## config.mk

```make
export PLATFORM = sky130hd
export DESIGN_NAME = skip_adder_sequencer
export DESIGN_NICKNAME = d
export VERILOG_FILES = /design/src/rtl/skip_adder_pkg.sv /design/src/rtl/carry_skip_slice.sv /design/src/rtl/skip_adder_sequencer.sv
export SDC_FILE = /design/constraint.sdc
export NUM_CORES = 1
export LEC_CHECK = 0
export BUFFER_PORTS_ARGS = -buffer_cell sky130_fd_sc_hd__buf_2
export CORE_MARGIN = 1.5
export CORE_UTILIZATION = 57
export DETAILED_ROUTE_END_ITERATION = 6
export PLACE_DENSITY = 0.95
export SLEW_MARGIN = 20
export SYNTH_ARGS = -nofsm -noshare
export SYNTH_HDL_FRONTEND = slang
export SYNTH_SLANG_ARGS = --single-unit
```

## constraint.sdc

```tcl
create_clock -name clk -period 6.8 [get_ports clk]
set_input_delay 1.02 -clock clk [delete_from_list [all_inputs] [get_ports clk]]
set_output_delay 1.02 -clock clk [all_outputs]
set_load 0.01 [all_outputs]
```

## src/rtl/skip_adder_pkg.sv

```systemverilog
// Shared types and sizing helpers for the sequential carry-skip adder.
package skip_adder_pkg;

  typedef enum logic [1:0] {
    StIdle,
    StRun,
    StDone
  } sas_state_t;

  // Number of slice passes needed to cover the full operand width.
  function automatic int unsigned calc_nsl(input int unsigned width, input int unsigned slice);
    return width / slice;
  endfunction

  // Slice counter width; never narrower than one bit.
  function automatic int unsigned calc_cnt_w(input int unsigned nsl);
    return (nsl > 1) ? $clog2(nsl) : 1;
  endfunction

endpackage

```

## src/rtl/carry_skip_slice.sv

```systemverilog
// Narrow carry-skip adder slice: ripple chain with a group-propagate bypass.
module carry_skip_slice #(
  parameter int unsigned Width = 4
) (
  input  logic [Width-1:0] a_i,
  input  logic [Width-1:0] b_i,
  input  logic             cin_i,
  output logic [Width-1:0] sum_o,
  output logic             cout_o,
  output logic             c_msb_o
);

  logic [Width:0]   c;
  logic [Width-1:0] p;
  logic             grp_p;

  // Ripple chain; c[i] is the carry into bit i.
  always_comb begin
    c     = '0;
    c[0]  = cin_i;
    p     = a_i ^ b_i;
    sum_o = '0;
    for (int i = 0; i < Width; i++) begin
      sum_o[i] = p[i] ^ c[i];
      c[i+1]   = (a_i[i] & b_i[i]) | (p[i] & c[i]);
    end
  end

  // When every bit propagates, the incoming carry skips straight to the output.
  always_comb begin
    grp_p   = &p;
    cout_o  = grp_p ? cin_i : c[Width];
    c_msb_o = c[Width-1];
  end

endmodule

```

## src/rtl/skip_adder_sequencer.sv

```systemverilog
// Multi-cycle wide adder: one carry-skip slice reused LSB-first over Width/Slice cycles,
// with valid/ready handshakes on both sides.
module skip_adder_sequencer #(
  parameter int unsigned Width = 32,
  parameter int unsigned Slice = 4
) (
  input  logic             clk,
  input  logic             rst,
  input  logic             in_valid,
  output logic             in_ready,
  input  logic [Width-1:0] a,
  input  logic [Width-1:0] b,
  input  logic             cin,
  output logic             out_valid,
  input  logic             out_ready,
  output logic [Width-1:0] sum,
  output logic             cout,
  output logic             ovf,
  output logic             busy
);

  import skip_adder_pkg::*;

  localparam int unsigned Nsl  = calc_nsl(Width, Slice);
  localparam int unsigned CntW = calc_cnt_w(Nsl);

  if ((Width % Slice) != 0) begin : g_bad_width
    $error("skip_adder_sequencer: Width must be a multiple of Slice");
  end

  sas_state_t       state_q, state_d;
  logic [Width-1:0] a_sh_q, a_sh_d;
  logic [Width-1:0] b_sh_q, b_sh_d;
  logic [Width-1:0] sum_q, sum_d;
  logic [CntW-1:0]  cnt_q, cnt_d;
  logic             carry_q, carry_d;
  logic             cout_q, cout_d;
  logic             ovf_q, ovf_d;

  logic [Slice-1:0]       s_sum;
  logic                   s_cout;
  logic                   s_c_msb;
  logic [Width+Slice-1:0] sum_ext;

  carry_skip_slice #(
    .Width (Slice)
  ) u_slice (
    .a_i     (a_sh_q[Slice-1:0]),
    .b_i     (b_sh_q[Slice-1:0]),
    .cin_i   (carry_q),
    .sum_o   (s_sum),
    .cout_o  (s_cout),
    .c_msb_o (s_c_msb)
  );

  // Slice result enters from the top so the LSB slice ends up at bit 0 after Nsl passes.
  assign sum_ext = {s_sum, sum_q};

  // Next-state: FSM, operand/result shifting, carry and counter.
  always_comb begin
    state_d = state_q;
    a_sh_d  = a_sh_q;
    b_sh_d  = b_sh_q;
    sum_d   = sum_q;
    cnt_d   = cnt_q;
    carry_d = carry_q;
    cout_d  = cout_q;
    ovf_d   = ovf_q;
    case (state_q)
      StIdle: begin
        if (in_valid) begin
          a_sh_d  = a;
          b_sh_d  = b;
          carry_d = cin;
          cnt_d   = '0;
          state_d = StRun;
        end
      end
      StRun: begin
        sum_d   = sum_ext[Width+Slice-1:Slice];
        a_sh_d  = a_sh_q >> Slice;
        b_sh_d  = b_sh_q >> Slice;
        carry_d = s_cout;
        if (cnt_q == CntW'(Nsl - 1)) begin
          cout_d  = s_cout;
          ovf_d   = s_c_msb ^ s_cout;
          state_d = StDone;
        end else begin
          cnt_d = cnt_q + CntW'(1);
        end
      end
      StDone: begin
        if (out_ready) begin
          state_d = StIdle;
        end
      end
      default: state_d = StIdle;
    endcase
  end

  // State registers with synchronous reset.
  always_ff @(posedge clk) begin
    if (rst) begin
      state_q <= StIdle;
      a_sh_q  <= '0;
      b_sh_q  <= '0;
      sum_q   <= '0;
      cnt_q   <= '0;
      carry_q <= 1'b0;
      cout_q  <= 1'b0;
      ovf_q   <= 1'b0;
    end else begin
      state_q <= state_d;
      a_sh_q  <= a_sh_d;
      b_sh_q  <= b_sh_d;
      sum_q   <= sum_d;
      cnt_q   <= cnt_d;
      carry_q <= carry_d;
      cout_q  <= cout_d;
      ovf_q   <= ovf_d;
    end
  end

  // Handshake and status outputs decoded from state.
  always_comb begin
    in_ready  = (state_q == StIdle);
    out_valid = (state_q == StDone);
    busy      = (state_q != StIdle);
    sum       = sum_q;
    cout      = cout_q;
    ovf       = ovf_q;
  end

endmodule
```

==> qor.csv, run 1 <==
stage,metric,value,unit
sta,timing_worst_slew_pin_value,1.01,ns
global_routing,grt.busiest_layer,met2,
drt,route.detailed.drc,0,
clock_tree,cts_resized,0,
sta,slew-limit-headroom,32.8,%
power_and_ir_drop,ir_drop,0.000149,V
min_path,min_to,sum[0],
critical_path,crit_arrival,2.83,ns
layout,stdcell_area,0.00494,mm2
clock_tree,cts_hold_buf,0,
yosys,synth_edf_count,0,
yosys,syn_area,0.00429,mm2
floorplanning,die_h,89.8,um
floorplanning,initial_core_util,59.2,%
placement,dpl_cell_area,0.00475,mm2
sta,finClkSkew,0.0116,ns
min_path,holdPathStages,2,
yosys,syn_inst,534,
global_routing,grt_pass1_wl,15700,um
critical_path,crit_type,register to register,
yosys,avgSynthCellArea,8.04,um2
global_routing,grt_use_met1,30.2,%
yosys,yosys_most_used_dff,dfxtp_1,
run_status,run_status,"finished, final reports clean",
yosys,synth_nets,613,
critical_path,required,7.06,ns
global_routing,met3_usage,4.82,%
min_path,hp-class,register to register,
drt,drt_iter0_drc,274,
critical_path,crit_path_start_kind,register,
yosys,synth_cell_types,26,
clock_tree,cts.clk_slew.worst_paths,0.11,ns
sta,hold_viol,0,
layout,ff_latch_area,0.00208,mm2
global_routing,grt_usage,23.9,%
layout,synthToLayoutAreaGrowth,15.0,%
clock_tree,clk_latency,0.37,ns
layout,final_util,68.1,%
layout,fillers,593,
critical_path,end_kind,register,
layout,antenna_cells,0,
floorplanning,io_pins,106,
flow_run,max-cap-violations,0,
layout,drive_gt1_share,21.2,%
layout,instances_no_fill,711,
layout,multi_input_area,0.00196,mm2
clock_tree,root_buffer,clkbuf_8,
sta,maxClockFrequency,0.390,GHz
critical_path,rrSetupSlack,4.24,ns
clock_tree,clk_path_buf_depth,2,
clock_tree,cts_sinks,104,
clock_tree,cts_setup_buffers,0,
drt,routedWlPerCell,13.3,um
floorplanning,rows,31,
floorplanning,core_area,0.00725,mm2
clock_tree,cts_tree,yes,
sta,setup_viol,0,
sta,setup_tns,0,ns
global_routing,use_met2,39.9,%
power_and_ir_drop,leakagePower,2.12,nW
drt,viasPerCell,5.44,
sta,rsz0062_at_grt,false,
sta,period_share,37.7,%
clock_tree,cts_made_buffers,9,
yosys,yosys_warnings,0,
critical_path,rr_worst_depth,10,
layout,nets,686,
global_routing,overflow,0,
power_and_ir_drop,power.density,243,mW/mm2
placement,port_buffers,105,
drt,wl,9450,um
global_routing,antenna_found_initial,0,
placement,place.gp.congestion,0.808,
yosys,ys_ff_latch,104,
yosys,async_flop_share,0,%
sta,drv_slew,0,
yosys,synth_seq_area_share,48.5,%
placement,dpl.hpwl,6430,um
critical_path,rr_endpoint,ovf,
floorplanning,die_area,0.00806,mm2
drt,ant_nets,0,
global_routing,grt_max_degree,114,
sta,finalCriticalPeriod,2.56,ns
global_routing,grt_pass1_vias,3488,
drt,vias,3870,
critical_path,critical_path_peak_fanout,3,
placement,placed_cells,695,
critical_path,crit-reg2reg-launch,a_sh_q[0],
clock_tree,htreeDepth,3,
drt,first_pass_iters,4,
min_path,min_from,sum[0],
floorplanning,die_w,89.8,um
logic make-up (layout without fill, tap and decap cells):
| group | after synthesis | after routing | synth area share [%] |
|---|---|---|---|
| flip-flops | 104 | 104 | 48.5 |
| multiplexers | 1 | 1 | 0.233 |
| adder cells (fa/ha/maj) | 10 | 10 | 3.61 |
| buffers and inverters | 54 | 132 | 5.97 |
| AND/OR/NAND/NOR | 259 | 259 | 23.5 |
| XOR/XNOR | 1 | 1 | 0.204 |
| AO/OA/AOI/OAI | 105 | 105 | 18.0 |
per-stage QoR:
stage          setup slack, ns  hold slack (ns)  total power, mW
2_1_floorplan             4.55            0.436            0.803
3_3_place_gp              4.31            0.441            0.841
3_5_place_dp              4.20            0.450            0.851
4_1_cts                   4.24            0.465             1.21
5_1_grt                   3.99            0.482             1.26
6_report                  4.24            0.462             1.20
critical path, cell delays in order, from the launching register on:
cell and delay [ns]:
dfxtp_1 0.39, inv_1 0.08, fa_1 0.42, inv_1 0.08, fa_1 0.19, fa_1 0.21, inv_1 0.07, fa_1 0.35
mux2i_1 0.30, xnor2_1 0.11, a311oi_1 0.28
placed cells by master, fill, tap and decap left out, types with 2 or more instances in the layout:
cell type and n:
nand2_1 175, dfxtp_1 104, buf_2 104, nor2_1 72
a311oi_1 57, a21oi_1 35, a22oi_1 10, clkbuf_8 9
inv_1 8, ha_1 6, fa_1 4, buf_4 4
or2_2 2, a211oi_1 2, clkinvlp_4 2
sequential cells by signal, summed over array words and instances (netlist names):
name,count
state_q,2
sum,32
ovf,1
cout,1
b_sh_q,32
a_sh_q,32
cnt_q,3
carry_q,1
Yosys cell counts, types with 4 or more instances:
cell	n	area [um2]
a21oi_1	35	175
a22oi_1	10	75.1
a311oi_1	57	499
buf_2	22	110
buf_4	7	52.6
clkbuf_1	17	63.8
dfxtp_1	104	2080
fa_1	4	80.1
ha_1	6	75.1
inv_1	8	30.0
nand2_1	175	657
nor2_1	72	270
worst max-delay path by stage:
| stage | cells after the start | slack (ns) | endpoint | startpoint |
|---|---|---|---|---|
| after CTS | 10 | 4.24 | ovf | a_sh_q[0] |
| final | 10 | 4.24 | ovf | a_sh_q[0] |
| after detailed placement | 6 | 4.20 | carry_q | in_valid |
| after floorplan | 10 | 4.55 | ovf | a_sh_q[0] |
| after global placement | 6 | 4.31 | carry_q | in_valid |
| after global routing | 10 | 3.99 | ovf | a_sh_q[0] |
report_power, final:
| part | internal (mW) | switching, mW | leakage [nW] | total (mW) |
|---|---|---|---|---|
| clock network | 0.140 | 0.222 | 0.0905 | 0.362 |
| registers | 0.649 | 0.0253 | 0.855 | 0.674 |
| logic | 0.0621 | 0.101 | 1.17 | 0.163 |
| total | 0.851 | 0.348 | 2.12 | 1.20 |
per-layer routing:
metal	routed length [um]	share of wire, %
met4	210	2.2
met5	0	0
met1	4030	43
met2	4770	50
met3	446	4.7
cell type report:
cell class	count	area share, %
Sequential cell	104	42.1
Multi-Input combinational cell	376	39.8
Timing Repair Buffer	108	11.1
Clock buffer	9	2.51
Tap cell	99	2.51
Clock inverter	7	1.32
Inverter	8	0.608
(Power assumes the default switching activity.)
==> run 2: changes to the inputs <==
--- a/config.mk
+++ b/config.mk
@@ -7,9 +7,9 @@
 export LEC_CHECK = 0
 export BUFFER_PORTS_ARGS = -buffer_cell sky130_fd_sc_hd__buf_2
 export CORE_MARGIN = 1.5
-export CORE_UTILIZATION = 57
+export CORE_UTILIZATION = 48
 export DETAILED_ROUTE_END_ITERATION = 6
-export PLACE_DENSITY = 0.95
+export PLACE_DENSITY = 0.87
 export SLEW_MARGIN = 20
 export SYNTH_ARGS = -nofsm -noshare
 export SYNTH_HDL_FRONTEND = slang
==> constraint.sdc (replaced) <==
create_clock -name clk -period 2.2 [get_ports clk]
set_input_delay 0.33 -clock clk [delete_from_list [all_inputs] [get_ports clk]]
set_output_delay 0.33 -clock clk [all_outputs]
set_load 0.01 [all_outputs]
==> run 2 against run 1 <==
Critical path type unchanged. Largest power group unchanged. Count of clock-buffer cells in the layout stayed put. The run now ends with setup timing left. Critical endpoint unchanged. Routed wire length is 7.2% higher. Worst setup slack worse by 4.3 ns. Final cell count is 3.0% higher. Clock power grew to 3.8 times the previous value. Design area is 5.5% higher. Non-clock buffer count is 13 higher.
==> qor.csv, run 2 (synthesis results as in run 1) <==
stage,metric,value,unit,change
run_status,run_status,"complete, but fails checks",,
run_status,failed_checks,setup timing,,
power_and_ir_drop,power.density,774,mW/mm2,+220%
clock_tree,clk_path_buf_depth,2,,unchanged
critical_path,crit_chain,inv_2 -> fa_2 -> inv_2 -> fa_2 -> fa_2 -> inv_2 -> fa_2 -> mux2i_4 -> xnor2_2 -> a311oi_2,,
floorplanning,rows,34,,+9.7%
min_path,hp-class,input port to register,,
drt,drt_iter0_drc,218,,-20%
sta,finClkSkew,0.00794,ns,-0.00370 ns
floorplanning,core_area,0.00868,mm2,+20%
critical_path,crit_path_start_kind,register,,
placement,dpl.hpwl,6990,um,+8.7%
layout,final_common_cell,nand2_1,,
drt,routedWlPerCell,13.8,um,+4.1%
layout,layout_common_cells,"175 x nand2_1, 104 x buf_2, 101 x dfxtp_1, 72 x nor2_1, 56 x a311oi_1",,
layout,drive_gt1_share,25.0,%,+3.8 points
global_routing,grt_usage,21.6,%,-2.3 points
drt,dr.max_layer_used,met4,,
global_routing,grt_pass1_vias,3668,,+5.2%
drt,route.detailed.drc,0,,unchanged
drt,routedLengthMet1,4360,um,+8.2%
critical_path,critPathBufInv,3,,unchanged
drt,vias,3876,,+0.16%
sta,slew-limit-headroom,48.4,%,+16 points
sta,hold_viol,0,,unchanged
clock_tree,cts_made_buffers,9,,unchanged
global_routing,grt_max_degree,75,,-34%
drt,wl_met2,5130,um,+7.5%
drt,viasPerCell,5.30,,-2.7%
critical_path,cp_top_family,adder cells,,
global_routing,overflow,0,,unchanged
power_and_ir_drop,ir_drop,0.000488,V,+230%
sta,rsz0062_at_grt,true,,
layout,antenna_cells,0,,unchanged
critical_path,crit_slowest_cell,fa_2,,
drt,ant_nets,0,,unchanged
power_and_ir_drop,leakagePower,2.23,nW,+5.5%
global_routing,antenna_found_initial,0,,unchanged
clock_tree,htreeDepth,3,,unchanged
clock_tree,cts.clk_slew.worst_paths,0.10,ns,about the same
drt,first_pass_iters,4,,unchanged
clock_tree,root_buffer,clkbuf_8,,
critical_path,max_stage_delay,0.37,ns,-0.05 ns
clock_tree,cts_tree,yes,,
critical_path,end_kind,register,,
floorplanning,die_area,0.00952,mm2,+18%
sta,setup_viol,2,,+2
critical_path,crit_arrival,2.47,ns,-0.36 ns
sta,drv_slew,0,,unchanged
drt,wl,10100,um,+7.2%
sta,maxClockFrequency,0.442,GHz,+13%
sta,hold_ws,0.220,ns,-0.241 ns
critical_path,crit_top_cell,fa_2,,
placement,port_buffers,105,,unchanged
critical_path,required,2.40,ns,-4.66 ns
placement,dpl_cell_area,0.00495,mm2,+4.2%
layout,synthToLayoutAreaGrowth,21.4,%,
flow_run,max-cap-violations,0,,unchanged
sta,period_share,103,%,+65 points
global_routing,grt_pass1_wl,16900,um,+7.7%
floorplanning,die_w,97.6,um,+8.7%
clock_tree,cts_hold_buf,0,,unchanged
layout,nets,699,,+1.9%
floorplanning,initial_core_util,49.5,%,-9.7 points
floorplanning,die_h,97.6,um,+8.7%
sta,finalCriticalPeriod,2.26,ns,-0.298 ns
layout,stdcell_area,0.00521,mm2,+5.5%
clock_tree,cts_setup_buffers,0,,unchanged
sta,setup_ws,-0.0635,ns,-4.30 ns
clock_tree,cts_sinks,104,,unchanged
clock_tree,clk_latency,0.36,ns,about the same
layout,fillers,780,,+32%
drt,met3WireLength,562,um,+26%
placement,place.gp.congestion,0.757,,-6.3%
critical_path,crit_type,register to register,,
floorplanning,io_pins,106,,unchanged
sta,timing_worst_slew_pin_value,0.774,ns,-0.233 ns
critical_path,critical_path_peak_fanout,3,,unchanged
-- run 2: changes by cell type in the layout (fill, tap and decap cells not counted), moves of 2 or more --
| cell | delta |
|---|---|
| clkinvlp_4 | -2 |
| buf_12 | +6 |
| buf_4 | +7 |
| dfxtp_1 | -3 |
| fa_1 | -4 |
| inv_2 | +3 |
| inv_1 | -3 |
| fa_2 | +4 |
| dfxtp_2 | +3 |
| bufinv_16 | +3 |
-- run 2: power by group --
part	total (mW)	internal [mW]	switching, mW
combinational	0.576	0.242	0.335
sequential	2.09	2.01	0.0787
clock	1.37	0.748	0.627
total	4.04	3.00	1.04
-- run 2: metrics by stage --
| stage | util (%) | setup slack, ns | setup TNS (ns) | total power [mW] | std cells |
|---|---|---|---|---|---|
| after global placement | 57.0 | -0.0217 | -0.0217 | 2.67 | 717 |
| after CTS | 60.0 | -0.0758 | -0.168 | 4.06 | 732 |
| final | 60.0 | -0.0635 | -0.119 | 4.04 | 732 |
| after floorplan | - | 0.00764 | 0 | 2.49 | 534 |
| after detailed placement | 57.0 | -0.231 | -0.370 | 2.69 | 717 |
| after global routing | 60.0 | -0.156 | -0.352 | 4.22 | 732 |
-- run 2: repair_timing --
item | in CTS | in global routing
pin swaps | 5 | 1
endpoints found under the setup margin | 4 | 4
resized for setup | 5 | 1
-- run 2: worst register-to-register path, cell delays in order (launching register included) --
cell	delay [ns]
dfxtp_2	0.35
inv_2	0.04
fa_2	0.37
inv_2	0.06
fa_2	0.20
fa_2	0.22
inv_2	0.04
fa_2	0.35
mux2i_4	0.21
xnor2_2	0.16
a311oi_2	0.12
-- run 2: path summary, 6_finish.rpt --
path	from	end	slack (ns)	depth (start not counted)
max	a_sh_q[0]	ovf	-0.06	10
max reg2reg	a_sh_q[0]	ovf	-0.06	10
min	a[29]	a_sh_q[29]	0.22	3
min reg2reg	sum[0]	sum[0]	0.47	2
-- run 2: cell type report --
cell class	count	area, um2	area share (%)
Sequential cell	104	2090	40.0
Multi-Input combinational cell	376	2000	38.5
Timing Repair Buffer	121	723	13.9
Tap cell	108	135	2.59
Clock buffer	9	124	2.38
Clock inverter	6	109	2.09
Inverter	8	30.0	0.576
-- run 2: per-layer routing --
| metal | track usage, % | up-vias |
|---|---|---|
| met5 | 0 | - |
| met3 | 4.75 | 8 |
| met1 | 26.8 | 1785 |
| met4 | 5.05 | 0 |
| li1 | - | 1972 |
| met2 | 38.0 | 111 |
